===== config.mk =====
export PLATFORM = sky130hd
export DESIGN_NAME = xgbe_rx_dispatch_nch
export DESIGN_NICKNAME = d
export VERILOG_FILES = /design/src/rtl/xgbe_rx_dispatch_nch.sv
export SDC_FILE = /design/constraint.sdc
export NUM_CORES = 1
export LEC_CHECK = 0
export CAP_MARGIN = 10
export CORE_MARGIN = 3
export CORE_UTILIZATION = 31
export DETAILED_ROUTE_END_ITERATION = 8
export PLACE_DENSITY = 0.62
export SLEW_MARGIN = 0
export SYNTH_ARGS = -nofsm -noshare
export SYNTH_HDL_FRONTEND = slang
export SYNTH_SLANG_ARGS = --single-unit

===== constraint.sdc =====
create_clock -name xgemac_clk_156 -period 10.3 [get_ports xgemac_clk_156]
set_input_delay 1.03 -clock xgemac_clk_156 [delete_from_list [all_inputs] [get_ports xgemac_clk_156]]
set_output_delay 1.03 -clock xgemac_clk_156 [all_outputs]
set_load 0.02 [all_outputs]

===== src/rtl/xgbe_rx_dispatch_nch.sv =====
// xgbe_rx_dispatch_nch
//   Routes each frame of the XGBE MAC Rx AXI-Stream to one or more of NUM_CH
//   registered output streams, selected by the destination MAC on the first beat.
//   Broadcast frames are round-robined or replicated. Unmatched frames go to a
//   miss channel or are dropped. Per-channel frame counters and a drop counter
//   are maintained.
// Ports:
//   xgemac_clk_156 / xgbe_mac_reset : clock, async active-high reset
//   ch_mac_addr, ch_tdest, ch_en    : per-channel unicast MAC, tdest tag, enable
//   bcast_en, bcast_mode            : broadcast eligibility, 0=round-robin 1=replicate
//   miss_en, miss_ch                : unmatched-frame channel (or drop)
//   s_t*                            : MAC Rx stream in
//   m_t*                            : flattened per-channel output streams
//   pkt_cnt, drop_cnt               : delivered frames per channel, dropped frames
module xgbe_rx_dispatch_nch #(
  parameter int unsigned NUM_CH  = 3,
  parameter int unsigned DATA_W  = 64,
  parameter int unsigned TDEST_W = 3
) (
  input  logic                        xgemac_clk_156,
  input  logic                        xgbe_mac_reset,
  input  logic [48*NUM_CH-1:0]        ch_mac_addr,
  input  logic [TDEST_W*NUM_CH-1:0]   ch_tdest,
  input  logic [NUM_CH-1:0]           ch_en,
  input  logic [NUM_CH-1:0]           bcast_en,
  input  logic                        bcast_mode,
  input  logic                        miss_en,
  input  logic [2:0]                  miss_ch,
  input  logic [DATA_W-1:0]           s_tdata,
  input  logic [DATA_W/8-1:0]         s_tkeep,
  input  logic                        s_tlast,
  input  logic                        s_tvalid,
  output logic                        s_tready,
  output logic [NUM_CH*DATA_W-1:0]    m_tdata,
  output logic [NUM_CH*DATA_W/8-1:0]  m_tkeep,
  output logic [NUM_CH-1:0]           m_tlast,
  output logic [NUM_CH-1:0]           m_tvalid,
  output logic [NUM_CH*TDEST_W-1:0]   m_tdest,
  input  logic [NUM_CH-1:0]           m_tready,
  output logic [32*NUM_CH-1:0]        pkt_cnt,
  output logic [31:0]                 drop_cnt
);

  localparam int unsigned KEEP_W = DATA_W / 8;
  localparam int unsigned PTR_W  = (NUM_CH > 1) ? $clog2(NUM_CH) : 1;

  typedef enum logic [1:0] {ST_FIRST, ST_FWD, ST_DROP} state_e;

  state_e                       state_q, state_d;
  logic [NUM_CH-1:0]            sel_mask_q, sel_mask_d;
  logic                         rr_frame_q, rr_frame_d;
  logic [PTR_W-1:0]             rr_ptr_q, rr_ptr_d;
  logic [31:0]                  drop_cnt_q, drop_cnt_d;
  logic [32*NUM_CH-1:0]         pkt_cnt_q, pkt_cnt_d;
  logic [NUM_CH*DATA_W-1:0]     m_tdata_q, m_tdata_d;
  logic [NUM_CH*KEEP_W-1:0]     m_tkeep_q, m_tkeep_d;
  logic [NUM_CH-1:0]            m_tlast_q, m_tlast_d;
  logic [NUM_CH-1:0]            m_tvalid_q, m_tvalid_d;
  logic [NUM_CH*TDEST_W-1:0]    m_tdest_q, m_tdest_d;

  logic [NUM_CH-1:0]            rr_sel, uc_sel, first_sel, cur_sel;
  logic                         rr_found, uc_hit, is_bcast, rr_hit;
  logic                         drop_path, room, accept;

  // First-beat route decision: broadcast, then unicast, then miss.
  always_comb begin : route_c
    int unsigned idx;
    idx      = 0;
    rr_sel   = '0;
    rr_found = 1'b0;
    for (int unsigned k = 0; k < NUM_CH; k++) begin
      idx = 32'(rr_ptr_q) + k;
      if (idx >= NUM_CH) idx = idx - NUM_CH;
      if (!rr_found && bcast_en[idx]) begin
        rr_sel[idx] = 1'b1;
        rr_found    = 1'b1;
      end
    end
    uc_sel = '0;
    uc_hit = 1'b0;
    for (int unsigned i = 0; i < NUM_CH; i++) begin
      if (!uc_hit && ch_en[i] && (ch_mac_addr[48*i +: 48] == s_tdata[47:0])) begin
        uc_sel[i] = 1'b1;
        uc_hit    = 1'b1;
      end
    end
    is_bcast  = &s_tdata[47:0];
    first_sel = '0;
    if (is_bcast) begin
      first_sel = bcast_mode ? bcast_en : rr_sel;
    end else if (uc_hit) begin
      first_sel = uc_sel;
    end else if (miss_en) begin
      // Out-of-range miss_ch matches no channel, leaving the frame dropped.
      for (int unsigned i = 0; i < NUM_CH; i++) begin
        if (32'(miss_ch) == i) first_sel[i] = 1'b1;
      end
    end
  end

  // Ready only waits on the channels this beat is actually written into.
  always_comb begin
    drop_path = (state_q == ST_DROP) || ((state_q == ST_FIRST) && (first_sel == '0));
    cur_sel   = (state_q == ST_FIRST) ? first_sel : sel_mask_q;
    room      = 1'b1;
    for (int unsigned i = 0; i < NUM_CH; i++) begin
      if (cur_sel[i] && m_tvalid_q[i] && !m_tready[i]) room = 1'b0;
    end
    s_tready = !xgbe_mac_reset && (drop_path || room);
    accept   = s_tvalid && s_tready;
  end

  always_comb begin
    state_d    = state_q;
    sel_mask_d = sel_mask_q;
    rr_frame_d = rr_frame_q;
    rr_ptr_d   = rr_ptr_q;
    drop_cnt_d = drop_cnt_q;
    rr_hit     = (state_q == ST_FIRST) ? (is_bcast && !bcast_mode && rr_found) : rr_frame_q;
    if (accept) begin
      if (state_q == ST_FIRST) begin
        sel_mask_d = first_sel;
        rr_frame_d = rr_hit;
      end
      if (s_tlast) begin
        state_d = ST_FIRST;
        if (drop_path && (drop_cnt_q != '1)) drop_cnt_d = drop_cnt_q + 32'd1;
        if (rr_hit && !drop_path) begin
          for (int unsigned k = 0; k < NUM_CH; k++) begin
            if (cur_sel[k]) rr_ptr_d = (k + 1 == NUM_CH) ? '0 : PTR_W'(k + 1);
          end
        end
      end else if (state_q == ST_FIRST) begin
        state_d = drop_path ? ST_DROP : ST_FWD;
      end
    end
  end

  // Per-channel 1-deep output register; load wins over drain in the same cycle.
  // tdest is taken only on the first beat, so mid-frame ch_tdest changes are ignored.
  always_comb begin
    m_tdata_d  = m_tdata_q;
    m_tkeep_d  = m_tkeep_q;
    m_tlast_d  = m_tlast_q;
    m_tdest_d  = m_tdest_q;
    m_tvalid_d = m_tvalid_q & ~m_tready;
    pkt_cnt_d  = pkt_cnt_q;
    for (int unsigned i = 0; i < NUM_CH; i++) begin
      if (accept && !drop_path && cur_sel[i]) begin
        m_tvalid_d[i]                = 1'b1;
        m_tdata_d[i*DATA_W +: DATA_W] = s_tdata;
        m_tkeep_d[i*KEEP_W +: KEEP_W] = s_tkeep;
        m_tlast_d[i]                 = s_tlast;
        if (state_q == ST_FIRST) m_tdest_d[i*TDEST_W +: TDEST_W] = ch_tdest[i*TDEST_W +: TDEST_W];
      end
      if (m_tvalid_q[i] && m_tready[i] && m_tlast_q[i]) begin
        pkt_cnt_d[i*32 +: 32] = pkt_cnt_q[i*32 +: 32] + 32'd1;
      end
    end
  end

  always_ff @(posedge xgemac_clk_156 or posedge xgbe_mac_reset) begin
    if (xgbe_mac_reset) begin
      state_q    <= ST_FIRST;
      sel_mask_q <= '0;
      rr_frame_q <= 1'b0;
      rr_ptr_q   <= '0;
      drop_cnt_q <= '0;
      pkt_cnt_q  <= '0;
      m_tdata_q  <= '0;
      m_tkeep_q  <= '0;
      m_tlast_q  <= '0;
      m_tvalid_q <= '0;
      m_tdest_q  <= '0;
    end else begin
      state_q    <= state_d;
      sel_mask_q <= sel_mask_d;
      rr_frame_q <= rr_frame_d;
      rr_ptr_q   <= rr_ptr_d;
      drop_cnt_q <= drop_cnt_d;
      pkt_cnt_q  <= pkt_cnt_d;
      m_tdata_q  <= m_tdata_d;
      m_tkeep_q  <= m_tkeep_d;
      m_tlast_q  <= m_tlast_d;
      m_tvalid_q <= m_tvalid_d;
      m_tdest_q  <= m_tdest_d;
    end
  end

  assign m_tdata  = m_tdata_q;
  assign m_tkeep  = m_tkeep_q;
  assign m_tlast  = m_tlast_q;
  assign m_tvalid = m_tvalid_q;
  assign m_tdest  = m_tdest_q;
  assign pkt_cnt  = pkt_cnt_q;
  assign drop_cnt = drop_cnt_q;

endmodule


== Word level (Yosys, flattened, before mapping) ==
Cells that the tools add are included.

* Memories kept: 0
* Flip-flop bits (word level): 367
* Bits in writable memories: 0
* Input bits: 243
* Latch bits: 0
* Memory bits (read-only): 0
* Output and inout port bits: 360

* Bitwise operators: 4
* $lt $le $gt $ge: 9
* Equal/unequal tests: 7
* Reductions and logical operators: 58
* Multiplexer cells: 47
* Shifts and indexed selects: 0
* Multiply operators: 0
* Add/sub/neg operators: 9
* Divide/modulo/power cells: 0

{| class="wikitable"
|+ Operators with widths
! operator !! number
|-
| $eq 48x48->1 || 3
|-
| $add 32x1->32 const B || 4
|-
| $ge 32x1->1 const B || 3
|-
| $lt 32x3->1 const B || 3
|-
| $mux 32 || 3
|-
| $reduce_and 48->1 || 1
|-
| $logic_and 1x1->1 || 33
|-
| $ne 32x32->1 const B || 1
|-
| $mux 1 || 24
|-
| $mux 3 || 8
|-
| $mux 2 || 6
|-
| $logic_not 1->1 || 10
|-
| $reduce_and 2->1 || 5
|-
| $sub 3x2->4 const B || 2
|-
| $bmux 1 s2 || 3
|-
| $demux 1 s2 || 3
|-
| $ge 3x2->1 const B || 2
|-
| $logic_not 3->1 || 2
|-
| $or 3x3->3 || 2
|-
| $reduce_and 4->1 || 1
|-
| $add 2x1->3 const B || 1
|-
| $add 2x2->3 const B || 1
|-
| $and 3x3->3 || 1
|-
| $eq 3x1->1 const B || 1
|-
| other kinds (10) || 11
|}

== Longest topological paths before layout ==
* Word-level depth: 25
* Gate-level depth with buffers: 15
* Gate-level depth less buffers: 12

== Worst setup path before layout ==
Ideal clock, no wire load.

* Path kind: input port to output port
* Start: in s_tdata[47]
* End: out s_tready
* Data required time: 9,270 ps
* Arrival: 3,209 ps
* Stages on the path: 11
* Buffers on the path: 1
* Path slack: 6,061 ps
* Path through: buf_2 nand4_1 nor4_2 and3_1 o311a_1 a21oi_1 and3_1 a311o_2 nor2_1 nor2_1 nor2_1

* Longest elaborated chain between the ends: 21

{| class="wikitable"
|+ Ends and longest elaborated chain
! what !! line !! RTL
|-
| start: declaration || 29 || <nowiki>input logic [DATA_W-1:0] s_tdata,</nowiki>
|-
| $eq 48x48->1 || 82 || <nowiki>if (!uc_hit && ch_en[i] && (ch_mac_addr[48*i +: 48] == s_tdata[47:0])) begin</nowiki>
|-
| $logic_and 1x1->1 || 82 ||
|-
| $mux 1 || 82 ||
|-
| $logic_not 1->1 || 82 ||
|-
| $logic_and 1x1->1 (2 in series) || 82 ||
|-
| $mux 1 || 82 ||
|-
| $logic_not 1->1 || 82 ||
|-
| $logic_and 1x1->1 (2 in series) || 82 ||
|-
| $mux 1 || 82 ||
|-
| $mux 3 || 91 || <nowiki>end else if (uc_hit) begin</nowiki>
|-
| $mux 3 * || 89 || <nowiki>if (is_bcast) begin</nowiki>
|-
| $mux 3 || - ||
|-
| $logic_and 1x1->1 (2 in series) || 107 || <nowiki>if (cur_sel[i] && m_tvalid_q[i] && !m_tready[i]) room = 1'b0;</nowiki>
|-
| $mux 1 (3 in series) || 107 ||
|-
| $logic_or 1x1->1 * || 109 || <nowiki>s_tready = !xgbe_mac_reset && (drop_path || room);</nowiki>
|-
| $logic_and 1x1->1 * || 109 ||
|-
| end: declaration || 33 || <nowiki>output logic s_tready,</nowiki>
|}

Mark *: on every way between the ends. The rest lies on a longest branch, timed or not.

== Final worst setup path ==
* Start: in s_tdata[6]
* End: out s_tready

The elaborated chain is that of the path after synthesis.

==> flow_summary.toml <==
[outcome]
run_status = "finished clean"

[cts]
cts_made_buffers = 43
postCtsSetupBuffers = 0
postCtsResizedCells = 0
ctsHtreeMaxLevel = 2
cts_root_buf = "clkbuf_16"
clk_latency_ns = 0.55
cts_tree = "yes"
cts.sink_count = 367
clockBufferDepth = 3
cts_hold_buffers = 0
path_clk_slew_ns = 0.06

[flow_run]
cap_violations = 0

[timing]
skew_ns = 0.0149
worstMarginPinSlew_ns = 1.11
setup_violations = 0
setup_tns_ns = 0
hold_viol = 0
fin_crit_ns = 6.44
fmax_mhz = 155
final_max_slew_viol_count = 0
rsz0062_at_grt = "false"
fin_crit_sh = 0.625
slew_headroom = 0.263

[route]
vias = 13200
dr_wl_met3_mm = 4.27
ant_nets = 0
dr.pass1.iters = 5
drtIter0Drc = 589
drc_errors = 0
wl_per_cell_um = 24.0
drt-total-wl_mm = 66.1
met1_length_mm = 28.8
wl_met2_mm = 31.2
drt-vias-per-instance = 4.79
highest_layer = "met5"

[power_and_ir_drop]
total_power_mw = 5.47
powerDensity_nw_per_um2 = 211
power.leakage_nw = 11.4
peakVddDrop_mv = 0.161

[worst_setup_path]
cp_num_cells = 12
cp.required_ns = 9.27
slowest_delay_ns = 0.77
endpoint_kind = "output port"
cp.arrival_ns = 5.41
cp_max_fo = 7
slowest_stage = "clkdlybuf4s50_1"
critical-path-top-delay-family = "simple AND/OR/NAND/NOR gates"
cp-start-kind = "primary input"
path_class = "primary input to output port"
crit_buf_inv = 2
path_cells = "clkdlybuf4s50_1 -> xor2_1 -> nor4_1 -> nand3_1 -> nor4_2 -> or4b_1 -> a31oi_1 -> o31ai_4 -> and2_1 -> nor2_1 -> nor2_1 -> clkdlybuf4s50_1"
r2r_cells = 13

[logic_synthesis]
synth.avg_cell_area_um2 = 13.0
synthTopCellsByCount = "367 x dfrtp_1, 177 x mux2_4, 165 x xnor2_1"
synth_cell_type_count = 61
yosys.cell_count.top_type = "dfrtp_1"
async_flop_share = 1.00
synth_top_area_cell = "dfrtp_1"
ys_warn_count = 0
synth_top_area_share = 0.513
synth_edf_count = 0
ys.flop_type = "dfrtp_1"
syn-cell-area_um2 = 17900
synth_area_leaders = "dfrtp_1 51%, mux2_4 15%, xnor2_1 8.1%, xor2_1 4.8%, mux2_2 3.7%"
synthCells = 1381
synth_nets = 1632
yosysSeqAreaShare = 0.513
yosys_register_bits = 367

[die]
fp.dieH_um = 246
die_w_um = 246
core-area_um2 = 56700
row_count = 87
io_pins = 603
die_area_um2 = 60700
initial_core_util = 0.316

[global_routing]
antenna_found_initial = 6
grt_pass1_wl_mm = 95.7
grt_max_degree = 82
track_usage = 0.213
grt_pass1_vias = 14100
grt_overflow = 0

[placement]
routabilityCongestion = 1.00
place.detailed.hpwl_mm = 50.4
placed_cells = 2673
port_buffers = 602

[cells_and_area]
nFillCells = 5147
multiInputGateArea_um2 = 8060
regArea_um2 = 9180
fin_nets = 2213
drive_gt1_frac = 0.169
syn2layout_area_growth_pct = 44.7
stdcell_count = 2754

[hold_path]
holdCritPathClass = "register to register"
hold-path-cell-count = 1
logic make-up (layout without fill, tap and decap cells):
logic type / Yosys count / after routing / synth area share
AND/OR/NAND/NOR: 347 / 347 / 0.105
flip-flops: 367 / 367 / 0.513
other: 0 / 2 / 0
buffers and inverters: 103 / 718 / 0.0376
multiplexers: 240 / 240 / 0.188
XOR/XNOR: 263 / 263 / 0.129
adder cells (fa/ha/maj): 8 / 8 / 0.00559
AO/OA/AOI/OAI: 53 / 53 / 0.0224
through the flow:
| stage | hold WS, ns | instance area [um^2] | utilization | worst slack (ns) |
|---|---|---|---|---|
| 4_1_cts | 0.474 | 25900 | 0.457 | 3.87 |
| 5_1_grt | 0.489 | 25900 | 0.457 | 3.68 |
| 2_1_floorplan | 0.480 | 17900 | - | 4.35 |
| 3_5_place_dp | 0.459 | 24400 | 0.430 | 3.78 |
| 3_3_place_gp | 0.459 | 24400 | 0.430 | 3.87 |
| 6_report | 0.472 | 25900 | 0.457 | 3.86 |
path summary, 6_finish.rpt:
kind / endpoint / startpoint / slack (ns)
worst max-delay path: s_tready / s_tdata[6] / 3.86
worst min-delay path: pkt_cnt[63] / pkt_cnt[63] / 0.47
worst max register to register: m_tlast[0] / rr_ptr_q[1] / 5.50
worst min register to register: pkt_cnt[63] / pkt_cnt[63] / 0.47
max in group asynchronous: m_tdata[93] / xgbe_mac_reset / 7.11
min in group asynchronous: rr_ptr_q[0] / xgbe_mac_reset / 0.96
metal layers:
layer | GRT usage | vias to the layer above
li1 | - | 5926
met1 | 0.284 | 6688
met2 | 0.344 | 453
met3 | 0.0479 | 109
met4 | 0.0661 | 8
met5 | 0 | -
cells in the final DEF, fill, tap and decap left out, types with 4 or more instances in the layout:
master and n:
clkdlybuf4s50_1 602, dfrtp_1 367, mux2_4 177, xnor2_1 165
xor2_1 98, nand2_1 63, nand3_1 62, mux2_2 59
nand4_1 54, nor2_1 51, clkbuf_16 45, and3_1 24
inv_1 23, nor4_1 22, nor3_1 19, buf_4 13
clkinv_2 11, and2_1 9, o21ai_0 9, a21oi_1 9
and4_1 8, nand2b_1 8, nor2b_1 8, ha_1 8
clkbuf_8 8, clkbuf_1 8, nor4_2 5, bufinv_16 5
mux2i_1 4, a31oi_1 4
flip-flops by register name, indices dropped and copies added (netlist names), 3 cells and up:
| name | count |
|---|---|
| m_tlast | 3 |
| pkt_cnt | 96 |
| drop_cnt | 32 |
| m_tvalid | 3 |
| sel_mask_q | 3 |
| m_tkeep | 24 |
| m_tdest | 9 |
| m_tdata | 192 |
layout make-up:
cell class                 instances  share of cell area
tap                              756              0.0365
multi-input combinational        911               0.311
timing repair buffer             615               0.236
clock inverter                    18             0.00855
clock buffer                      61              0.0489
antenna                            2            0.000193
sequential                       367               0.355
inverter                          24             0.00362
worst reg2reg max path: cells and delay by family (launching register included):
kind	cells	cell delay, ns
and+or+nand+nor	2	0.76
adders and majority gates	1	0.25
DFF	1	0.40
muxes	2	0.59
AOI/OAI and AO/OA	6	1.79
buffers and inverters	2	0.89
where the power goes:
group / internal (mW) / switching (mW) / total [mW]
Sequential: 1.76 / 0.209 / 1.97
Combinational: 1.02 / 0.883 / 1.90
Clock: 0.981 / 0.613 / 1.59
Power figures use the tool's default switching activity.
